--- src/rtl/uart_pkg.sv ---
// Shared UART definitions: front-end state encoding, frame size default and
// the bit-period helper used by both the front end and the byte receiver.
package uart_pkg;

    localparam int FRAME_BITS_DEFAULT = 8;

    localparam logic [1:0] ST_IDLE  = 2'd0;
    localparam logic [1:0] ST_START = 2'd1;
    localparam logic [1:0] ST_BITS  = 2'd2;

    function automatic int clks_per_bit(input int clk_hz, input int baud);
        return clk_hz / baud;
    endfunction

endpackage

--- src/rtl/uart_rx_front_sync.sv ---
// Multi-flop synchroniser for a single asynchronous bit; resets to a
// configurable level so an idle-high line does not look like an edge.
module sync_ff #(
    parameter int   STAGES      = 2,
    parameter logic RESET_VALUE = 1'b1
) (
    input  logic clk,
    input  logic reset,
    input  logic d,
    output logic q
);

    if (STAGES < 2) begin : g_bad_stages
        $error("sync_ff: STAGES must be at least 2");
    end

    logic [STAGES-1:0] chain;

    always_ff @(posedge clk or posedge reset) begin
        if (reset) begin
            chain <= {STAGES{RESET_VALUE}};
        end else begin
            chain <= {chain[STAGES-2:0], d};
        end
    end

    assign q = chain[STAGES-1];

endmodule

--- src/rtl/uart_rx_front.sv ---
// UART receive front end: synchronises RX, finds the start edge and issues
// one mid-bit center_tick per start, data and stop bit.
module uart_rx_front
    import uart_pkg::*;
#(
    parameter int CLK_HZ      = 100_000_000,
    parameter int BAUD        = 115200,
    parameter int FRAME_BITS  = FRAME_BITS_DEFAULT,
    parameter int SYNC_STAGES = 2
) (
    input  logic clk,
    input  logic reset,
    input  logic rx_in,
    output logic rx_sync_out,
    output logic center_tick,
    output logic busy,
    output logic glitch
);

    localparam int CLKS_PER_BIT = clks_per_bit(CLK_HZ, BAUD);
    localparam int HALF_BIT     = CLKS_PER_BIT / 2;
    localparam int CNT_W        = $clog2(CLKS_PER_BIT);
    localparam int BIT_W        = $clog2(FRAME_BITS + 3);

    localparam logic [CNT_W-1:0] HALF_LAST = CNT_W'(HALF_BIT - 1);
    localparam logic [CNT_W-1:0] BIT_LAST  = CNT_W'(CLKS_PER_BIT - 1);
    localparam logic [BIT_W-1:0] STOP_IDX  = BIT_W'(FRAME_BITS + 1);

    if (CLKS_PER_BIT < 4) begin : g_bad_baud
        $error("uart_rx_front: CLKS_PER_BIT must be at least 4");
    end

    logic [1:0]       state;
    logic [CNT_W-1:0] baud_cnt;
    logic [BIT_W-1:0] bit_cnt;
    logic             prev;
    logic             fall;
    logic             half_done;
    logic             bit_done;

    sync_ff #(
        .STAGES      (SYNC_STAGES),
        .RESET_VALUE (1'b1)
    ) u_sync (
        .clk   (clk),
        .reset (reset),
        .d     (rx_in),
        .q     (rx_sync_out)
    );

    // Edge detection runs in every state so a start edge coinciding with the
    // stop tick is not lost.
    assign fall      = prev & ~rx_sync_out;
    assign half_done = (state == ST_START) && (baud_cnt == HALF_LAST);
    assign bit_done  = (state == ST_BITS)  && (baud_cnt == BIT_LAST);

    assign center_tick = (half_done && !rx_sync_out) || bit_done;
    assign glitch      = half_done && rx_sync_out;
    assign busy        = (state != ST_IDLE);

    always_ff @(posedge clk or posedge reset) begin
        if (reset) begin
            state    <= ST_IDLE;
            baud_cnt <= '0;
            bit_cnt  <= '0;
            prev     <= 1'b1;
        end else begin
            prev <= rx_sync_out;
            case (state)
                ST_IDLE: begin
                    baud_cnt <= '0;
                    bit_cnt  <= '0;
                    if (fall) begin
                        state <= ST_START;
                    end
                end
                ST_START: begin
                    if (half_done) begin
                        baud_cnt <= '0;
                        if (!rx_sync_out) begin
                            state   <= ST_BITS;
                            bit_cnt <= BIT_W'(1);
                        end else begin
                            state <= ST_IDLE;
                        end
                    end else begin
                        baud_cnt <= baud_cnt + CNT_W'(1);
                    end
                end
                ST_BITS: begin
                    if (bit_done) begin
                        baud_cnt <= '0;
                        if (bit_cnt == STOP_IDX) begin
                            bit_cnt <= '0;
                            state   <= fall ? ST_START : ST_IDLE;
                        end else begin
                            bit_cnt <= bit_cnt + BIT_W'(1);
                        end
                    end else begin
                        baud_cnt <= baud_cnt + CNT_W'(1);
                    end
                end
                default: begin
                    state    <= ST_IDLE;
                    baud_cnt <= '0;
                    bit_cnt  <= '0;
                end
            endcase
        end
    end

endmodule

--- config.mk ---
export PLATFORM = sky130hd
export DESIGN_NAME = uart_rx_front
export DESIGN_NICKNAME = d
export VERILOG_FILES = /design/src/rtl/uart_pkg.sv /design/src/rtl/uart_rx_front_sync.sv /design/src/rtl/uart_rx_front.sv
export SDC_FILE = /design/constraint.sdc
export NUM_CORES = 1
export LEC_CHECK = 0
export ABC_AREA = 1
export BUFFER_PORTS_ARGS = -buffer_cell sky130_fd_sc_hd__buf_2
export CAP_MARGIN = 10
export CORE_AREA = 2 2 51 53
export DETAILED_ROUTE_END_ITERATION = 16
export DIE_AREA = 0 0 53 55
export PLACE_DENSITY = 0.74
export SLEW_MARGIN = 20
export SYNTH_ARGS = -nofsm -noshare
export SYNTH_HDL_FRONTEND = slang
export SYNTH_HIERARCHICAL = 1
export SYNTH_SLANG_ARGS = --single-unit
--- constraint.sdc ---
create_clock -name clk -period 2.4 [get_ports clk]
set_input_delay 0.36 -clock clk [delete_from_list [all_inputs] [get_ports clk]]
set_output_delay 0.36 -clock clk [all_outputs]
set_load 0.01 [all_outputs]
==> results_dict.tcl <==
set metrics [dict create \
    area_growth_pct 8.41 \
    cts_tree "done" \
    top_usage_layer "met2" \
    num_rows 18 \
    cts.clk_slew.worst_paths_ns 0.11 \
    synth-seq-area-share 0.424 \
    status "finished, final reports clean" \
    mostFrequentLayoutCells "nand2_1, dfrtp_1, inv_1, nor2_1" \
    postCtsSetupRepairBufs 0 \
    grt_use_met1 0.203 \
    crit_path_end_kind "output port" \
    fp.dieW_um 53 \
    p_leak_uw 0.000560 \
    drive_gt1_frac 0.239 \
    drt_iter0_drc 13 \
    io_buffers 6 \
    grt_max_degree 18 \
    antenna_cells 0 \
    drv_cap 0 \
    synthTopCellsByArea "dfrtp_1, ha_1, nand2_1, dfstp_2, nor2_2" \
    final.fill_count 226 \
    root_buffer "clkbuf_4" \
    grt_pass1_wl_mm 3.40 \
    fp.dieArea_mm2 0.00292 \
    hpwl_mm 1.58 \
    finalHoldViolCount 0 \
    fin_setup_tns_ns 0 \
    whs_ns 0.0657 \
    report.final.slew_viol_count 0 \
    cts_buffer_depth 2 \
    synthCells 128 \
    wl_per_cell_um 12.0 \
    synth.top_cell.area_share 0.354 \
    antenna_found_initial 0 \
    avgSynthCellArea_um2 8.84 \
    fin_skew_ns 0.00576 \
    initial_core_util 0.478 \
    track_usage 0.165 \
    required_ns 2.04 \
    fmax_mhz 528 \
    syn_nets 139 \
    vias_per_cell 4.90 \
    num_io_pins 7 \
    die_h_um 55 \
    coreArea_mm2 0.00236 \
    grt_overflow_total 0 \
    cts_num_sinks 19 \
    cp.arrival_ns 1.53 \
    synth_seq_cells 19 \
    worst_pin_slew_ns 0.657 \
    syn-cell-area_mm2 0.00113 \
    routabilityCongestion 0.807 \
    nets 150 \
    total_power_uw 953 \
    postCtsHoldBufs 0 \
    path_class "reg2out" \
    synth_warnings 6 \
    cts.htree.levels 1 \
    cts_inserted_buffers 3 \
    final_common_cell "nand2_1" \
    grt_pass1_vias 831 \
    period_share 0.789 \
    slew-limit-headroom 0.562 \
    met3_usage 0.0323 \
    power_density_mw_per_mm2 777 \
    rsz0062_at_grt "no" \
    post_cts_resized 0 \
    ir_drop_uv 520 \
    fin_crit_ns 1.89 \
    start_kind "register" \
    worstPathMaxFanout 4 \
    synth_cell_types 19 \
    yosysTopAreaCell "dfrtp_1" \
    setup_viol 0 \
    antenna_left 0 \
    min_path_type "in2async" \
    wl_mm 2.02 \
    clk_latency_ns 0.30 \
    firstDrtPassIters 4 \
    drc 0 \
    via_count 824 \
    grtUsageMet2 0.281 \
]
## Yosys cell counts, drive strengths merged
cell / count
nand4: 4
inv: 15
ha: 8
xor2: 7
dfstp: 3
dfrtp: 16
xnor2: 3
o22ai: 1
nand2: 31
a21oi: 1
o21ai: 1
o21bai: 1
nand3: 14
nor2: 23
## registers in the layout (all words and copies together), names as in the netlist
name          cells
baud_cnt         10
bit_cnt           4
prev              1
state             2
u_sync/chain      2
## final cells by class
cell class / count / area (um2) / area share
Tap cell: 30 / 37.5 / 0.0306
Clock buffer: 3 / 22.5 / 0.0184
Sequential cell: 19 / 479 / 0.391
Timing Repair Buffer: 6 / 30.0 / 0.0245
Clock inverter: 1 / 5.00 / 0.00408
Multi-Input combinational cell: 94 / 596 / 0.486
Inverter: 15 / 56.3 / 0.0459
## final timing paths
kind	from	to	slack, ns	cells after the start
worst max-delay path	baud_cnt[0]$_DFF_PP0_	center_tick	0.51	6
worst min-delay path	reset	u_sync/chain[0]$_DFF_PP1_	0.07	2
worst max register to register	state[0]$_DFFE_PP0P_	bit_cnt[0]$_DFFE_PP0P_	0.87	6
worst min register to register	u_sync/chain[0]$_DFF_PP1_	u_sync/chain[1]$_DFF_PP1_	0.36	0
max in group asynchronous	reset	baud_cnt[9]$_DFF_PP0_	1.83	2
min in group clk	rx_in	u_sync/chain[0]$_DFF_PP1_	0.14	1
## stage by stage
step	instance area, um2	util	std cells	setup WS, ns
floorplan	1130	-	128	0.951
global placement	1200	0.507	164	0.872
detailed placement	1200	0.507	164	0.830
CTS	1230	0.519	168	0.482
global route	1230	0.519	168	0.355
finish	1230	0.519	168	0.507
## kinds of logic after synthesis
kind of cell | share of synthesized area
AO/OA/AOI/OAI | 0.0210
XOR/XNOR | 0.0774
adder cells (fa/ha/maj) | 0.0885
buffers and inverters | 0.0498
flip-flops | 0.424
AND/OR/NAND/NOR | 0.340
## per-layer routing
| layer | vias to the layer above | share of wire |
|---|---|---|
| met5 | - | 0 |
| met1 | 389 | 0.47 |
| li1 | 423 | - |
| met2 | 7 | 0.49 |
| met4 | 0 | 0.021 |
| met3 | 5 | 0.020 |
## worst max-delay path: stages, from the launching register on
cell and delay [ns]:
dfrtp_1 0.42, ha_1 0.22, nand2_1 0.07, nor2_1 0.10, nand3_2 0.11, o22ai_1 0.16
buf_2 0.15
## power breakdown
group / switching (uW) / internal [uW]
combinational: 269 / 136
sequential: 33.7 / 353
clock: 99.1 / 62.2
Note: power is estimated with default switching activity, not from simulation.
